==> config.mk <==
export PLATFORM = sky130hd
export DESIGN_NAME = fc_ifmap_rd_ctrl
export DESIGN_NICKNAME = d
export VERILOG_FILES = /design/src/rtl/fc_ifmap_rd_ctrl.sv
export SDC_FILE = /design/constraint.sdc
export NUM_CORES = 1
export LEC_CHECK = 0
export CAP_MARGIN = 20
export CORE_ASPECT_RATIO = 0.8
export CORE_UTILIZATION = 55
export DETAILED_ROUTE_END_ITERATION = 6
export PLACE_DENSITY = 0.87
export SLEW_MARGIN = 20
export SYNTH_ARGS = -nofsm -noshare
export SYNTH_HDL_FRONTEND = slang
export SYNTH_SLANG_ARGS = --single-unit
==> constraint.sdc <==
create_clock -name clk -period 7.5 [get_ports clk]
set_clock_uncertainty 0.15 [all_clocks]
set_input_delay 2.25 -clock clk [delete_from_list [all_inputs] [get_ports clk]]
set_output_delay 2.25 -clock clk [all_outputs]
set_load 0.005 [all_outputs]
==> src/rtl/fc_ifmap_rd_ctrl.sv <==
// Read-side sequencer for the FC ifmap buffer: walks a (wrapping) address window for one or more
// passes and streams the RAM bytes out through a 2-entry FIFO that the read credits never overflow.
module fc_ifmap_rd_ctrl #(
   parameter int ADDR_W = 7,
   parameter int DATA_W = 8,
   parameter int LEN_W  = 8,
   parameter int PASS_W = 4
) (
   input  logic              clk,
   input  logic              rst,
   input  logic              start_i,
   input  logic [ADDR_W-1:0] base_i,
   input  logic [LEN_W-1:0]  len_i,
   input  logic [PASS_W-1:0] passes_i,
   output logic              busy_o,
   output logic              done_o,
   output logic              rden_o,
   output logic [ADDR_W-1:0] rdptr_o,
   input  logic [DATA_W-1:0] ifmap_i,
   output logic [DATA_W-1:0] ifmap_o,
   output logic              valid_o,
   input  logic              ready_i,
   output logic              last_o,
   output logic [1:0]        state_dbg_o
);

   localparam logic [LEN_W-1:0] DEPTH = LEN_W'(2**ADDR_W);

   typedef enum logic [1:0] {
      IDLE  = 2'd0,
      RUN   = 2'd1,
      DRAIN = 2'd2,
      DONE  = 2'd3
   } state_t;

   state_t            state_q, state_d;
   logic [ADDR_W-1:0] base_q, base_d;
   logic [LEN_W-1:0]  len_q, len_d;
   logic [LEN_W-1:0]  byte_q, byte_d;
   logic [PASS_W-1:0] passes_q, passes_d;
   logic [PASS_W-1:0] pass_q, pass_d;

   logic              rden_q;
   logic [ADDR_W-1:0] rdptr_q;
   logic              rd_last_q;
   logic              arr_q;
   logic              arr_last_q;

   logic              issue;
   logic              issue_last;
   logic [ADDR_W-1:0] issue_addr;

   logic [DATA_W:0]   fifo_mem [2];
   logic              wr_idx_q;
   logic              rd_idx_q;
   logic [1:0]        cnt_q, cnt_d;
   logic              pop;
   logic              pop_fifo;
   logic              push;
   logic [2:0]        credit_use;

   // Stream handshake: a byte transfers on any cycle with valid_o & ready_i; while valid_o is
   // high and ready_i low, ifmap_o/last_o hold the same head entry. The head is either the
   // oldest stored entry or, when storage is empty, the RAM word arriving this cycle (arr_q).
   always_comb begin
      valid_o = (cnt_q != 2'd0) | arr_q;
      if (cnt_q != 2'd0) begin
         ifmap_o = fifo_mem[rd_idx_q][DATA_W-1:0];
         last_o  = fifo_mem[rd_idx_q][DATA_W];
      end else if (arr_q) begin
         ifmap_o = ifmap_i;
         last_o  = arr_last_q;
      end else begin
         ifmap_o = '0;
         last_o  = 1'b0;
      end
      pop        = valid_o & ready_i;
      pop_fifo   = pop & (cnt_q != 2'd0);
      push       = arr_q & ~(pop & (cnt_q == 2'd0));
      cnt_d      = cnt_q + {1'b0, push} - {1'b0, pop_fifo};
      credit_use = {1'b0, cnt_d} + {2'b00, rden_q};
   end

   always_comb begin
      state_d    = state_q;
      base_d     = base_q;
      len_d      = len_q;
      passes_d   = passes_q;
      byte_d     = byte_q;
      pass_d     = pass_q;
      issue      = 1'b0;
      issue_last = 1'b0;
      issue_addr = rdptr_q;
      case (state_q)
         IDLE: begin
            if (start_i) begin
               if (len_i == '0 || passes_i == '0) begin
                  state_d = DONE;
               end else begin
                  base_d   = base_i;
                  len_d    = (len_i > DEPTH) ? DEPTH : len_i;
                  passes_d = passes_i;
                  byte_d   = '0;
                  pass_d   = '0;
                  state_d  = RUN;
                  issue    = 1'b1;
               end
            end
         end
         RUN:     issue = (credit_use < 3'd2);
         DRAIN:   if (cnt_d == 2'd0 && !rden_q) state_d = DONE;
         DONE:    state_d = IDLE;
         default: state_d = IDLE;
      endcase
      // Shared issue path: the first read goes out with the accepted start itself.
      if (issue) begin
         issue_addr = base_d + byte_d[ADDR_W-1:0];
         if (byte_d + LEN_W'(1) == len_d) begin
            issue_last = 1'b1;
            byte_d     = '0;
            pass_d     = pass_d + PASS_W'(1);
            if (pass_d == passes_d) state_d = DRAIN;
         end else begin
            byte_d = byte_d + LEN_W'(1);
         end
      end
   end

   always_ff @(posedge clk or posedge rst) begin
      if (rst) begin
         state_q     <= IDLE;
         base_q      <= '0;
         len_q       <= '0;
         passes_q    <= '0;
         byte_q      <= '0;
         pass_q      <= '0;
         rden_q      <= 1'b0;
         rdptr_q     <= '0;
         rd_last_q   <= 1'b0;
         arr_q       <= 1'b0;
         arr_last_q  <= 1'b0;
         fifo_mem[0] <= '0;
         fifo_mem[1] <= '0;
         wr_idx_q    <= 1'b0;
         rd_idx_q    <= 1'b0;
         cnt_q       <= 2'd0;
      end else begin
         state_q    <= state_d;
         base_q     <= base_d;
         len_q      <= len_d;
         passes_q   <= passes_d;
         byte_q     <= byte_d;
         pass_q     <= pass_d;
         rden_q     <= issue;
         rd_last_q  <= issue_last;
         if (issue) rdptr_q <= issue_addr;
         arr_q      <= rden_q;
         arr_last_q <= rd_last_q;
         if (push) begin
            fifo_mem[wr_idx_q] <= {arr_last_q, ifmap_i};
            wr_idx_q           <= ~wr_idx_q;
         end
         if (pop_fifo) rd_idx_q <= ~rd_idx_q;
         cnt_q <= cnt_d;
      end
   end

   assign rden_o      = rden_q;
   assign rdptr_o     = rdptr_q;
   assign busy_o      = (state_q == RUN) || (state_q == DRAIN);
   assign done_o      = (state_q == DONE);
   assign state_dbg_o = state_q;

endmodule

==> flow_summary.json, run 1 <==
{
  "synth-async-reset-ratio_pct": 100,
  "synth-simple-area-share_pct": 21.9,
  "r2r-start": "cnt_q[1]",
  "ant_nets": 0,
  "place_congestion": 0.847,
  "reg2reg_slack_ns": 3.76,
  "synth_mux_area_share_pct": 10.2,
  "r2r_end": "rdptr_o[6]",
  "path_delay_family": "buffers and inverters",
  "synthesis.nets": 425,
  "fin_area_sq_um": 4550,
  "synthFlopType": "dfrtp_1",
  "nNetsFinal": 478,
  "setup_viol": 0,
  "synth_top_family_by_area": "simple AND/OR/NAND/NOR gates",
  "netlist_area_sq_um": 3750,
  "hold_path_class": "reg -> reg",
  "fin_tns_setup_ns": 0,
  "clkSinkCount": 66,
  "post-cts-setup-buffers": 0,
  "grt_pass1_vias": 3028,
  "status": "finished clean",
  "synth-edff-count": 0,
  "firstDrtPassIters": 4,
  "yosysSeqAreaShare_pct": 44.0,
  "cts_resized": 0,
  "overflow": 0,
  "ys_seq_elements": 66,
  "r2r.worst_path.cells": 13,
  "clock-root-buffer": "clkbuf_8",
  "cp_slowest_cell": "clkdlybuf4s50_1",
  "rsz0062_at_grt": "no",
  "routed_wl_um": 8830,
  "cts_inserted_buffers": 9,
  "clk_pin_slew_ns": 0.07,
  "num_antenna_cells": 0,
  "relSlewSlack_pct": 44.5,
  "yosys_warnings": 0,
  "fmax_mhz": 168,
  "maxSlewViolCount": 0,
  "endpoint": "ifmap_o[5]",
  "grt_pass1_wl_um": 14800,
  "die_area_sq_um": 7150,
  "crit_start": "ifmap_i[5]",
  "fin_crit_ns": 5.96,
  "antenna_found_initial": 0,
  "grt_max_degree": 67,
  "grtUsageTotal_pct": 27.9,
  "wire_per_inst_um": 16.9,
  "finalWorstSetupSlack_ns": 1.54,
  "synthDominantCellAreaShare_pct": 44.0,
  "cts.path.max_buffers": 2,
  "cp_common_cell": "clkdlybuf4s50_1",
  "synth-adder-area-share_pct": 4.67,
  "drive_above_1_share_pct": 12.8,
  "crit_buf_inv": 2,
  "crit_type": "in -> out",
  "start_util_pct": 57.9,
  "via_per_inst": 5.78,
  "crit_path_max_fanout": 3,
  "ir_drop_mv": 0.242,
  "synthCells": 380,
  "die_w_um": 94.3,
  "required_ns": 5.10,
  "die_h_um": 75.9,
  "port_buffers": 52,
  "synth_cell_types": 53,
  "worstPathArrival_ns": 3.56,
  "ios": 53,
  "power_density_nw_per_um2": 424,
  "timing_hold_violations_final": 0,
  "fin_crit_sh_pct": 79.4,
  "cpPeakStageDelay_ns": 0.59,
  "yosysTopAreaCell": "dfrtp_1",
  "htree_levels": 3,
  "drtIter0Drc": 230,
  "use_met2_pct": 48.3,
  "synthXorXnorAreaFrac_pct": 6.67,
  "insertion_delay_ns": 0.36,
  "core_area_sq_um": 6470,
  "syn2layout_area_growth_pct": 21.3,
  "dpl_cell_area_sq_um": 4350,
  "cp-end-kind": "primary output",
  "synth_area_leaders": "dfrtp_1 44%, mux2_2 6.3%, nand2_1 6.2%",
  "tritoncts": "built",
  "worstPathCellList": "clkdlybuf4s50_1 -> nand3_1 -> o21ai_0 -> clkdlybuf4s50_1",
  "max_cap_violations": 0,
  "avgSynthCellArea_sq_um": 9.87,
  "met1_usage_pct": 34.5,
  "vias": 3018,
  "tightest_slew_ns": 0.832,
  "synth_compound_area_share_pct": 10.1,
  "path_depth": 4,
  "cp-start-kind": "primary input",
  "dpl_worst_slack_ns": 1.52,
  "rows": 26,
  "drc": 0,
  "dp_hpwl_um": 6370,
  "use_met3_pct": 7.29,
  "leakagePower_nw": 2.01,
  "top_usage_layer": "met2",
  "holdBufCountCts": 0
}
-- layout by cell type (no fill, tap or decap), types with 8 or more instances in the layout --
cell type / netlist / layout
clkdlybuf4s50_1: 0 / 52
xnor2_1: 17 / 17
mux2i_1: 13 / 13
nor2_1: 15 / 14
o21ai_0: 23 / 23
a21oi_1: 10 / 10
nand2b_1: 9 / 9
ha_1: 14 / 14
dfrtp_1: 66 / 66
clkbuf_8: 0 / 9
mux2_2: 21 / 21
inv_1: 9 / 8
nor3_1: 11 / 11
and2_1: 8 / 8
nand3_1: 18 / 18
xor2_1: 9 / 9
nand2_1: 62 / 62
-- cells in the mapped netlist (2+ instances only) --
cell type and number:
nand3b_1 2, nor2b_1 2, nor4_2 4, or3_1 7, nand4_1 2, nor4_1 4
clkbuf_1 10, ha_1 14, nor3b_1 3, nor2_1 15, xor2_1 9, o21ai_0 23
a211oi_1 4, mux2_2 21, dfrtp_1 66, nand3_1 18, and2_1 8, nand2b_1 9
a211o_1 2, and3_1 5, inv_1 9, nor3_1 11, a21o_1 2, buf_2 3
mux2i_1 13, nand2_1 62, xnor2_1 17, a21oi_1 10
-- worst min-delay path by stage --
| stage | startpoint | to | slack [ns] | depth (start not counted) |
|---|---|---|---|---|
| 2_1_floorplan | rd_last_q | arr_last_q | 0.18 | 0 |
| 6_report | rd_last_q | arr_last_q | 0.21 | 0 |
| 3_5_place_dp | rd_last_q | arr_last_q | 0.20 | 0 |
| 4_1_cts | rd_last_q | arr_last_q | 0.21 | 0 |
| 3_3_place_gp | rd_last_q | arr_last_q | 0.19 | 0 |
| 5_1_grt | rd_last_q | arr_last_q | 0.23 | 0 |
-- state kept, by name, summed over array words and instances (netlist names), 4 cells and up --
register,cells
base_q,7
fifo_mem,18
rdptr_o,7
byte_q,8
pass_q,4
passes_q,4
len_q,8
-- layer usage --
layer | share of wire [%] | up-vias
met3 | 4.6 | 11
met1 | 44 | 1489
met5 | 0 | -
li1 | - | 1444
met4 | 1.2 | 0
met2 | 50 | 74
-- cell type report --
type | count | area, sq um
Fill cell | 482 | 1930
Multi-Input combinational cell | 291 | 2020
Timing Repair Buffer | 55 | 543
Clock inverter | 7 | 70.1
Clock buffer | 9 | 124
Inverter | 10 | 37.5
Sequential cell | 66 | 1650
Tap cell | 84 | 105
-- through the flow --
| stage | hold WS [ns] | std cells | power, mW | utilization, % |
|---|---|---|---|---|
| floorplan | 0.181 | 380 | 1.27 | - |
| global placement | 0.187 | 506 | 1.56 | 67.2 |
| detailed placement | 0.197 | 506 | 1.62 | 67.2 |
| CTS | 0.212 | 522 | 1.93 | 70.2 |
| global route | 0.231 | 522 | 2.07 | 70.2 |
| finish | 0.214 | 522 | 1.93 | 70.2 |
-- worst register-to-register path: cells and delay by family, from the launching register on --
family	cells	cell delay, ns
AOI/OAI and AO/OA	2	0.33
xor gates and xnor gates	1	0.27
adders and majority gates	2	0.39
buffers and inverters	2	0.25
DFF	1	0.41
and+or+nand+nor	6	1.81
-- kinds of logic after synthesis --
group           Yosys count
compound gates           57
xor+xnor                 27
fa+ha+maj                14
buf+inv                  23
flops                    66
mux                      35
simple gates            158
-- power breakdown --
part	switching (mW)	total [mW]	internal [mW]	leakage [nW]
combinational	0.529	1.00	0.472	1.08
sequential	0.126	0.632	0.506	0.828
clock	0.143	0.296	0.153	0.0990
total	0.798	1.93	1.13	2.01
Power figures use the tool's default switching activity.
==> run 2, diff against run 1 <==
CORE_UTILIZATION = 50   (was 55)
PLACE_DENSITY = 0.84   (was 0.87)
clock period = 5.21 ns   (was 7.5 ns; I/O delays follow)
==> flow_summary.json, run 2 (same netlist as run 1, synthesis figures left out) <==
{
  "start_util_pct": 53.1,
  "clk_pin_slew_ns": 0.08,
  "grt_max_degree": 47,
  "use_met3_pct": 6.48,
  "top_usage_layer": "met2",
  "grt_pass1_vias": 2912,
  "drc": 0,
  "hold_slack_ns": 0.206,
  "fin_tns_setup_ns": 0,
  "cts_resized": 0,
  "worstPathArrival_ns": 4.64,
  "timing_hold_violations_final": 0,
  "tritoncts": "built",
  "ant_nets": 0,
  "relSlewSlack_pct": 36.7,
  "hold_path_class": "reg -> reg",
  "clkSinkCount": 66,
  "rsz0062_at_grt": "no",
  "core_area_sq_um": 7060,
  "die_w_um": 98.8,
  "drive_above_1_share_pct": 13.4,
  "firstDrtPassIters": 4,
  "fin_crit_sh_pct": 87.7,
  "setup_viol": 0,
  "status": "finished clean",
  "mostFrequentLayoutCell": "dfrtp_1",
  "ios": 53,
  "drtIter0Drc": 160,
  "maxSlewViolCount": 0,
  "grt_pass1_wl_um": 13800,
  "max_cap_violations": 0,
  "num_antenna_cells": 0,
  "die_area_sq_um": 7850,
  "cp-start-kind": "primary input",
  "cts.path.max_buffers": 2,
  "vias": 2968,
  "nNetsFinal": 481,
  "ir_drop_mv": 0.248,
  "reg_top3": "fifo_mem (18), byte_q (8), len_q (8)",
  "leakagePower_nw": 2.04,
  "holdBufCountCts": 0,
  "clock-root-buffer": "clkbuf_8",
  "crit_path_max_fanout": 6,
  "fmax_mhz": 219,
  "required_ns": 5.28,
  "fin_util_pct": 65.2,
  "placed_cells": 512,
  "instances_no_fill": 528,
  "tightest_slew_ns": 0.949,
  "syn2layout_area_growth_pct": 22.9,
  "grtUsageTotal_pct": 22.8,
  "fin_crit_ns": 4.57,
  "largest_reg_flops": 18,
  "port_buffers": 52,
  "routed_wl_um": 8280,
  "use_met2_pct": 38.4,
  "final_cell_mix": "66 x dfrtp_1, 62 x nand2_1, 52 x clkdlybuf4s50_1",
  "cp-end-kind": "flip-flop",
  "post-cts-setup-buffers": 0,
  "wire_per_inst_um": 15.7,
  "rows": 27,
  "htree_levels": 3,
  "cts_inserted_buffers": 9,
  "die_h_um": 79.5,
  "insertion_delay_ns": 0.35,
  "via_per_inst": 5.62,
  "overflow": 0,
  "crit_type": "in -> reg",
  "antenna_found_initial": 0,
  "place_congestion": 0.854,
  "met1_usage_pct": 28.7,
  "regMostFlops": "fifo_mem",
  "dp_hpwl_um": 5920,
  "power_density_nw_per_um2": 609
}
[run 2: changes by cell type in the layout (fill, tap and decap cells not counted), sizes merged]
cell / before / now
buf: 3 / 6
clkinv: 5 / 3
bufinv: 1 / 2
clkbuf: 9 / 10
[run 2: area by class of cell]
type / count / area (sq um)
timing repair buffer: 58 / 566
multi-input combinational: 291 / 2020
inverter: 10 / 37.5
clock inverter: 6 / 90.1
fill: 563 / 2450
tap: 87 / 109
sequential: 66 / 1650
clock buffer: 10 / 138
[run 2: path summary, 6_finish.rpt]
kind	end	depth (start not counted)	slack [ns]	startpoint
worst max-delay path	byte_q[2]	10	0.64	len_i[4]
worst min-delay path	arr_last_q	0	0.21	rd_last_q
worst max register to register	rdptr_o[6]	13	1.52	cnt_q[1]
worst min register to register	arr_last_q	0	0.21	rd_last_q
max in group asynchronous	fifo_mem[7]	3	2.61	rst
min in group asynchronous	rden_o	2	1.59	rst
[run 2: critical path, stage by stage]
cell and delay [ns]:
clkdlybuf4s50_1 0.49, nor4_2 0.45, a211o_1 0.24, and2_1 0.21, ha_1 0.28, or3_1 0.31
o32ai_1 0.19, o32ai_2 0.24, nor4_2 0.52, nor3_1 0.13
[run 2: per-layer routing]
| metal | vias up | share of wire [%] |
|---|---|---|
| met1 | 1430 | 44 |
| met2 | 74 | 49 |
| met5 | - | 0 |
| met4 | 0 | 1.2 |
| met3 | 11 | 5.4 |
| li1 | 1453 | - |
[run 2: power breakdown]
group | switching (mW) | internal (mW)
Sequential | 0.173 | 0.729
Combinational | 0.731 | 0.684
Clock | 0.207 | 0.283
Total | 1.11 | 1.70
[run 2: through the flow]
stage               power, mW  area (sq um)  setup slack (ns)
floorplan                1.83          3750             0.696
global placement         2.25          4380             0.375
detailed placement       2.31          4380             0.322
CTS                      2.81          4600             0.644
global route             3.01          4610             0.385
finish                   2.81          4610             0.641
==> run 3, diff against run 2 <==
CAP_MARGIN = 10   (was 20)
==> results of run 3 <==
Same layout as run 2: the final DEF is identical, and so are final timing and power.
